$ cat config.mk
export PLATFORM = sky130hd
export DESIGN_NAME = rhythm_counter
export DESIGN_NICKNAME = d
export VERILOG_FILES = /design/src/rtl/rhythm_pkg.sv /design/src/rtl/beat_divider.sv /design/src/rtl/rhythm_counter.sv
export SDC_FILE = /design/constraint.sdc
export NUM_CORES = 1
export LEC_CHECK = 0
export CAP_MARGIN = 40
export CORE_ASPECT_RATIO = 0.5
export CORE_MARGIN = 4
export CORE_UTILIZATION = 53
export DETAILED_ROUTE_END_ITERATION = 8
export GPL_ROUTABILITY_DRIVEN = 0
export GPL_TIMING_DRIVEN = 0
export PLACE_DENSITY = 0.88
export SETUP_SLACK_MARGIN = 0.02
export SLEW_MARGIN = 20
export SYNTH_ARGS = -nofsm -noshare
export SYNTH_HDL_FRONTEND = slang
export SYNTH_SLANG_ARGS = --single-unit
$ cat constraint.sdc
create_clock -name clk -period 3.2 [get_ports clk]
set_input_delay 0.96 -clock clk [delete_from_list [all_inputs] [get_ports clk]]
set_output_delay 0.96 -clock clk [all_outputs]
set_load 0.05 [all_outputs]
$ cat src/rtl/rhythm_pkg.sv
// Shared definitions for the rhythm/pattern counters: FSM state encoding,
// the clave-track defaults and a small width helper.
package rhythm_pkg;

    typedef enum logic [1:0] {
        ST_IDLE  = 2'd0,
        ST_COUNT = 2'd1,
        ST_DONE  = 2'd2
    } state_e;

    // Clave-track defaults: four beats of 1650 counts each.
    localparam int DEF_WIDTH    = 13;
    localparam int DEF_MAXCOUNT = 6600;
    localparam int DEF_BEAT_LEN = 1650;

    // Bits needed to hold 0..v-1, never less than one bit.
    function automatic int clog2_min1(input int v);
        return (v <= 2) ? 1 : $clog2(v);
    endfunction

endpackage

$ cat src/rtl/beat_divider.sv
// Beat divider: a phase counter 0..BEAT_LEN-1 that follows the main count.
// clr restarts at a downbeat (phase 0, beat 0, tick asserted); adv steps the
// phase and enters the next beat when the phase wraps.
module beat_divider
    import rhythm_pkg::*;
#(
    parameter int BEAT_LEN = DEF_BEAT_LEN,
    parameter int BEAT_W   = 3
) (
    input  logic              clk,
    input  logic              resetn,
    input  logic              clr,
    input  logic              adv,
    output logic [BEAT_W-1:0] beat_idx,
    output logic              beat_tick
);

    localparam int                 PHASE_W    = clog2_min1(BEAT_LEN);
    localparam logic [PHASE_W-1:0] PHASE_LAST = PHASE_W'(BEAT_LEN - 1);

    logic [PHASE_W-1:0] phase_q, phase_d;
    logic [BEAT_W-1:0]  beat_idx_q, beat_idx_d;
    logic               beat_tick_q, beat_tick_d;

    // Next phase/beat: clear wins over advance; the tick lives for one cycle.
    always_comb begin
        phase_d     = phase_q;
        beat_idx_d  = beat_idx_q;
        beat_tick_d = 1'b0;
        if (clr) begin
            phase_d     = '0;
            beat_idx_d  = '0;
            beat_tick_d = 1'b1;
        end else if (adv) begin
            if (phase_q == PHASE_LAST) begin
                phase_d     = '0;
                beat_idx_d  = beat_idx_q + BEAT_W'(1);
                beat_tick_d = 1'b1;
            end else begin
                phase_d = phase_q + PHASE_W'(1);
            end
        end
    end

    // Divider state registers.
    always_ff @(posedge clk or negedge resetn) begin
        if (!resetn) begin
            phase_q     <= '0;
            beat_idx_q  <= '0;
            beat_tick_q <= 1'b0;
        end else begin
            phase_q     <= phase_d;
            beat_idx_q  <= beat_idx_d;
            beat_tick_q <= beat_tick_d;
        end
    end

    assign beat_idx  = beat_idx_q;
    assign beat_tick = beat_tick_q;

endmodule

$ cat src/rtl/rhythm_counter.sv
// Rhythm counter: counts enabled cycles 0..MAXCOUNT, then stops or wraps
// for a bounded/unbounded number of passes, with beat ticks from a divider.
module rhythm_counter
    import rhythm_pkg::*;
#(
    parameter int WIDTH    = DEF_WIDTH,
    parameter int MAXCOUNT = DEF_MAXCOUNT,
    parameter int BEAT_LEN = DEF_BEAT_LEN,
    parameter int LOOPS_W  = 4,
    parameter int BEAT_W   = 3
) (
    input  logic               clk,
    input  logic               resetn,
    input  logic               go,
    input  logic               en,
    input  logic               loop_mode,
    input  logic [LOOPS_W-1:0] loops_max,
    output logic [WIDTH-1:0]   count,
    output logic [BEAT_W-1:0]  beat_idx,
    output logic               beat_tick,
    output logic               wrap_tick,
    output logic               done,
    output logic               running,
    output logic [LOOPS_W-1:0] loop_cnt
);

    localparam logic [WIDTH-1:0]   MAX_C    = WIDTH'(MAXCOUNT);
    localparam logic [LOOPS_W-1:0] LOOP_SAT = '1;
    localparam logic [LOOPS_W:0]   ONE_EXT  = (LOOPS_W + 1)'(1);

    state_e             state_q, state_d;
    logic [WIDTH-1:0]   count_q, count_d;
    logic [LOOPS_W-1:0] loop_cnt_q, loop_cnt_d;
    logic               wrap_tick_q, wrap_tick_d;
    logic               done_q, done_d;
    logic               running_q, running_d;
    logic               div_clr, div_adv;
    logic               at_max, loop_ok;
    logic [LOOPS_W-1:0] loop_cnt_inc;

    // Decision terms for the terminal-count cycle; loop_cnt+1 is compared one
    // bit wider so it cannot overflow against loops_max.
    always_comb begin
        at_max       = (count_q >= MAX_C);
        loop_ok      = loop_mode &&
                       ((loops_max == '0) ||
                        (({1'b0, loop_cnt_q} + ONE_EXT) < {1'b0, loops_max}));
        loop_cnt_inc = (loop_cnt_q == LOOP_SAT) ? loop_cnt_q
                                                : loop_cnt_q + LOOPS_W'(1);
    end

    // FSM next state, count/loop updates, pulses and divider control.
    always_comb begin
        state_d     = state_q;
        count_d     = count_q;
        loop_cnt_d  = loop_cnt_q;
        wrap_tick_d = 1'b0;
        done_d      = 1'b0;
        div_clr     = 1'b0;
        div_adv     = 1'b0;
        if (go) begin
            state_d    = ST_COUNT;
            count_d    = '0;
            loop_cnt_d = '0;
            div_clr    = 1'b1;
        end else begin
            case (state_q)
                ST_IDLE: begin
                    count_d = '0;
                end
                ST_COUNT: begin
                    if (en) begin
                        if (!at_max) begin
                            count_d = count_q + WIDTH'(1);
                            div_adv = 1'b1;
                        end else if (loop_ok) begin
                            count_d     = '0;
                            loop_cnt_d  = loop_cnt_inc;
                            wrap_tick_d = 1'b1;
                            div_clr     = 1'b1;
                        end else begin
                            state_d = ST_DONE;
                            done_d  = 1'b1;
                            if (loop_mode) begin
                                loop_cnt_d = loop_cnt_inc;
                            end
                        end
                    end
                end
                ST_DONE: begin
                    state_d = ST_DONE;
                end
                default: begin
                    state_d = ST_IDLE;
                    count_d = '0;
                end
            endcase
        end
        running_d = (state_d == ST_COUNT);
    end

    // Control and output registers.
    always_ff @(posedge clk or negedge resetn) begin
        if (!resetn) begin
            state_q     <= ST_IDLE;
            count_q     <= '0;
            loop_cnt_q  <= '0;
            wrap_tick_q <= 1'b0;
            done_q      <= 1'b0;
            running_q   <= 1'b0;
        end else begin
            state_q     <= state_d;
            count_q     <= count_d;
            loop_cnt_q  <= loop_cnt_d;
            wrap_tick_q <= wrap_tick_d;
            done_q      <= done_d;
            running_q   <= running_d;
        end
    end

    beat_divider #(
        .BEAT_LEN (BEAT_LEN),
        .BEAT_W   (BEAT_W)
    ) u_beat_divider (
        .clk       (clk),
        .resetn    (resetn),
        .clr       (div_clr),
        .adv       (div_adv),
        .beat_idx  (beat_idx),
        .beat_tick (beat_tick)
    );

    assign count     = count_q;
    assign loop_cnt  = loop_cnt_q;
    assign wrap_tick = wrap_tick_q;
    assign done      = done_q;
    assign running   = running_q;

endmodule

Word level (Yosys, flattened, before mapping)
Index checks and enable logic that the tools add are counted.

storage, ports and cells
  input port bits = 9
  logic and storage cells = 78
  flip-flop bits (word level) = 37
  output and inout port bits = 24

operators by class
  reduce and logical (&&, ||, !) cells = 13
  multiplexer cells = 41
  add/sub/neg operators = 5
  equality and inequality tests = 8
  order comparisons = 2

operator list
  kind                     number
  $mux W13                 4
  $mux W11                 3
  $mux W4                  7
  $pmux W13 S2             1
  $mux W1                  18
  $add A13 B1 Y13 const B  1
  $ge A13 B13 Y1 const B   1
  $add A11 B1 Y11 const B  1
  $eq A11 B11 Y1 const B   1
  $reduce_bool A2 Y1       5
  $mux W3                  3
  $mux W2                  4
  $pmux W2 S3              1
  $add A4 B1 Y5 const B    1
  $lt A5 B4 Y1             1
  $add A4 B1 Y4 const B    1
  $eq A2 B1 Y1 const B     2
  $eq A4 B4 Y1 const B     1
  $logic_not A4 Y1         1
  $ne A4 B4 Y1 const B     1
  $reduce_and A4 Y1        1
  $add A3 B1 Y3 const B    1
  $ne A3 B3 Y1 const B     1
  $reduce_and A3 Y1        1
  7 further kinds          7

Longest topological paths before layout
  depth in word-level cells = 11
  gate-level depth with buffers = 10
  depth with buffers taken out = 9

By module
A second synthesis with hierarchy kept.

second synthesis, totals
  cells, all modules = 235
  area total of the unflattened synthesis = 2,193.4 um^2

by module, submodules not included
  module          cells each  area an instance (um^2)  times used  seq. area each (um^2)
  rhythm_counter  157         1,407.6                  1           550.5
  beat_divider    78          785.8                    1           375.4

Worst setup path before layout
OpenSTA, ideal clock, no wires.

  path kind = register to register
  start point = reg loop_cnt_q[0] (netlist: loop_cnt[0])
  end point = reg u_beat_divider.beat_idx_q[0] (netlist: u_beat_divider.beat_idx[0])
  path slack = 0.264 ns
  data arrival time = 2.804 ns
  stages on the path, launching flop included = 10
  library setup time = 0.132 ns
  path buffers = 1
  cell sequence = dfrtp_1 -> ha_1 -> xor2_1 -> ha_1 -> a211oi_1 -> o2111ai_1 -> a2111o_1 -> o21bai_1 -> clkbuf_1 -> nor2_1

between the ends
  longest elaborated chain between the ends = 11

RTL lines
  what                                 RTL line               RTL
  from (decl)                          rhythm_counter.sv:33   logic [LOOPS_W-1:0] loop_cnt_q, loop_cnt_d;
  from (signal assigned)               rhythm_counter.sv:114  loop_cnt_q <= loop_cnt_d;
  $add A4 B1 Y5 *                      rhythm_counter.sv:47   (({1'b0, loop_cnt_q} + ONE_EXT) < {1'b0, loops_max}));
  $lt A5 B4 Y1 *                       rhythm_counter.sv:47
  $logic_or A1 B1 Y1 *                 rhythm_counter.sv:46   ((loops_max == '0) ||
  $logic_and A1 B1 Y1 *                rhythm_counter.sv:45   loop_ok = loop_mode &&
  $mux W1 *                            rhythm_counter.sv:76   end else if (loop_ok) begin
  $mux W1 *                            rhythm_counter.sv:73   if (!at_max) begin
  $mux W1 *                            rhythm_counter.sv:72   if (en) begin
  $mux W1 *                            rhythm_counter.sv:67   case (state_q)
  $mux W1 *                            rhythm_counter.sv:61   if (go) begin
  $reduce_bool A2 Y1 (no source line)  -
  $reduce_and A2 Y1 (no source line)   -
  to (signal assigned)                 beat_divider.sv:53     beat_idx_q <= beat_idx_d;
  to (decl)                            beat_divider.sv:22     logic [BEAT_W-1:0] beat_idx_q, beat_idx_d;

Mark *: on every way between the ends. The rest lies on a longest branch, timed or not.
A chain may end at the register's enable or synchronous reset.

Final worst setup path
  start point = in loops_max[2]
  end point = reg count_q[2] (netlist: count[2])

between the ends
  longest elaborated chain between the ends = 5

RTL lines
  what                                                     RTL line                                    RTL
  from (decl)                                              rhythm_counter.sv:17                        input logic [LOOPS_W-1:0] loops_max,
  $lt A5 B4 Y1 / $logic_not A4 Y1 (equally long branches)  rhythm_counter.sv:47, rhythm_counter.sv:46
  $logic_or A1 B1 Y1 *                                     rhythm_counter.sv:46
  $logic_and A1 B1 Y1 *                                    rhythm_counter.sv:45
  $ne A4 B4 Y1 (no source line) *                          -
  $reduce_and A3 Y1 (no source line) *                     -
  to (signal assigned)                                     rhythm_counter.sv:113                       count_q <= count_d;
  to (decl)                                                rhythm_counter.sv:32                        logic [WIDTH-1:0] count_q, count_d;

Marked as above.

==> flow_results.org <==
** Run status
- Outcome :: finished, final reports clean

** Logic synthesis
- By instance count, the leading cell after synthesis is dfrtp_1.
- Number of warning messages in the yosys log :: 0
- The number of nets in the synthesized netlist is ~240.
- After technology mapping, the gate count stands at 225.
- Number of enable flip-flop cells after synthesis :: 0
- Ranked by total cell area, the synthesized netlist is headed by dfrtp_1, ha_1, a21oi_1.
- Of the post-synthesis cell area, the dominant cell type holds 0.449.
- The commonest cells after synthesis are dfrtp_1, nand2_1, a21oi_1.
- After synthesis the netlist holds a flip-flop and latch count of 37.
- Library cell with the largest summed area after synthesis :: dfrtp_1
- The share of the Yosys chip area taken by registers is 0.449.
- Post-synthesis cell type count :: 43
- Summed instance area of the synthesized netlist :: 2060 µm²
- Async SR Flop Fraction :: 1.00
- Mean area per synthesized cell :: a little over 9 µm²
- Among all flip-flop cells after synthesis, the most frequent one is dfrtp_1.

** Critical path
- Startpoint class of the critical path :: input pin
- The startpoint identified for the worst register-to-register timing path is loop_cnt[0].
- Of all nets on the critical path, the largest fanout is 6.
- Worst setup EP type :: flop
- For the worst setup path, the data required time is approximately 3.4 ns.
- Type of the setup path with the least slack :: input pin to flop
- In this run the worst setup path begins at loops_max[2].
- Signal arrival time at the worst endpoint :: 3.24 ns

** Placed design
- Once placement finished, the instance area stood at around 2500 µm².
- Port buffering added 31 buffers.
- Detailed placement ended at an HPWL of 3500 µm.
- Once placement completed, the tool counted placed cells totaling 308.

** Floorplanning
- I/O pins :: 33
- The initial utilization of the core area, before any placement, comes to 0.575.
- The die is around 52 µm tall.
- X dimension of the die :: 96.2 µm
- The floorplan has 15 rows.
- Core region area :: 3580 µm²
- The die covers approximately 5000 µm².

** Timing
- Setup TNS :: 0 ns
- Unrepaired setup endpoints after global routing :: false
- Worst relative slew slack :: 0.478
- Across the routed clock network, the largest skew measured is 0.00473 ns.
- Crit share post-route :: 0.958
- Hold WS :: just over 0.5 ns
- Final-report setup violation count :: 0
- Fin crit period :: around 3.1 ns
- The total count of max-transition violations in the final report was 0.
- Least-Margin Pin Slew :: approximately 0.78 ns
- Highest achievable clock rate :: 326 MHz
- Final hold vios :: 0

** Final layout
- Relative to the synthesized area, the layout overhead comes to 25.7%.
- Cell Count, Final, Fillers Out :: between 300 and 400
- Net count of the finished layout :: 286
- The finished cells cover 2590 µm².
- The number of antenna diodes in the final layout is 0.
- Measured on the finished design, the core utilization comes to 0.723.
- Fraction of layout cells with a size suffix above 1 :: 0.0784

** Clock network
- Clock transition at path regs :: 0.07 ns
- Counting along the longest clock path gives a buffer depth of 2.
- At the later pin of the worst-skew pair, clock insertion delay measures 0.29 ns.
- The H-tree was split into 2 levels.
- In this run the clock root is driven by a clkbuf_8.
- Total number of clock tree sinks :: 37
- TritonCTS built the clock tree.
- CTS buffer count :: 5

** Drt
- The routed layout has 1846 vias.
- Total met2 wirelength after detailed routing :: 2530 µm
- Met1 routed wirelength after detailed routing :: between 2000 and 2500 µm
- Routed wl met3 :: roughly 230 µm
- After the first detailed-routing iteration, the DRC count stood at 120.
- Highest signal layer in the routed design :: met4
- The first detailed-routing pass took 5 iterations.
- In this run the remaining antenna-violating nets after routing total 0.
- Wirelength per Cell :: 15.8 µm
- Using the TritonRoute via totals, the vias-per-cell ratio works out to 5.79.
- Wirelength, routed :: between 5000 and 6000 µm
- DRC violation count after routing :: 0

** Job
- MaxCap Viol Count :: 0

** GRT
- The number of antenna violations at the first check in global routing came to 0.
- Global routing finished with a remaining overflow of 0.
- Global-route wire length before repair :: 8590 µm
- The number of global-route vias before repair was between 1500 and 2000.
- Entering global routing, the biggest net connects 31 pins.
- Across every metal layer, demand over resource in global routing totals 0.227.

** Min path
- In this run the worst hold path is classified as input pin to asynchronous set/reset pin.

** Power
- Leak Pwr :: 1.10 nW
- For this design the ratio of total power to cell area is 343 nW/µm².
- VDD IR-drop max :: 0.000194 V
[area by class of cell]
cell class | instances | area [µm²]
Tap cell | 51 | 63.8
Buffer | 6 | 27.5
Clock buffer | 7 | 86.3
Inverter | 13 | 48.8
Fill cell | 265 | 993
Multi-Input combinational cell | 169 | 1090
Sequential cell | 37 | 926
Timing Repair Buffer | 36 | 353
[stage by stage]
step	setup WS [ns]	total power, W
2_1_floorplan	0.264	0.000526
3_3_place_gp	-0.477	0.000560
3_5_place_dp	-0.520	0.000564
4_1_cts	0.0573	0.000892
5_1_grt	0.00425	0.000927
6_report	0.134	0.000889
[path summary, 6_finish.rpt]
check	to	slack [ns]	cells after the start
max	count[2]	0.13	9
min	u_beat_divider.phase_q[0]	0.50	1
max reg2reg	count[2]	0.47	9
min reg2reg	u_beat_divider.phase_q[9]	0.57	2
max in group asynchronous	loop_cnt[3]	2.28	2
min in group clk	u_beat_divider.phase_q[9]	0.57	2
[state kept, by name, indices dropped and copies added (netlist names)]
register	count
running	1
u_beat_divider.beat_idx	3
u_beat_divider.beat_tick	1
wrap_tick	1
state_q	2
loop_cnt	4
count	13
done	1
u_beat_divider.phase_q	11
[worst max-delay path: stages]
cell and delay (ns):
clkdlybuf4s50_1 0.48, inv_1 0.05, ha_1 0.29, a211oi_1 0.25, o2111ai_1 0.16, a2111o_1 0.56, buf_4 0.19, a21oi_4 0.22
a21oi_1 0.08
[report_power, final]
part / total [W] / internal, W / switching (W)
clock network: 0.000330 / 0.000171 / 0.000159
registers: 0.000477 / 0.000472 / 0.00000518
logic: 0.0000822 / 0.0000300 / 0.0000522
total: 0.000889 / 0.000672 / 0.000217
[cell usage in the layout, fill, tap and decap left out, types with 9 or more instances in the layout]
| master | netlist | routed |
|---|---|---|
| nor2_1 | 17 | 17 |
| dfrtp_1 | 37 | 37 |
| clkdlybuf4s50_1 | 0 | 30 |
| o21ai_0 | 14 | 14 |
| or3_1 | 9 | 9 |
| inv_1 | 13 | 13 |
| a21oi_1 | 19 | 18 |
| nand3_1 | 12 | 12 |
| nand2_1 | 20 | 20 |
| ha_1 | 9 | 9 |
[cells by family after synthesis]
family | Yosys count | synth area share
flops | 37 | 0.449
fa+ha+maj | 9 | 0.0546
compound gates | 50 | 0.156
buf+inv | 19 | 0.0352
simple gates | 98 | 0.252
mux | 4 | 0.0194
xor+xnor | 8 | 0.0340
[layer usage]
metal | vias up | GRT usage
met4 | 0 | 0.0825
met3 | 9 | 0.0535
met1 | 908 | 0.266
li1 | 885 | -
met5 | - | 0
met2 | 44 | 0.409
[what timing repair did]
item,4_1_cts,5_1_grt
cloned,0,0
gates resized for setup,2,6
hold buffers,0,0
setup buffers,0,3
pin swaps,0,1
endpoints found under the setup margin,10,16
No activity file was read; power rests on OpenSTA's default activity.
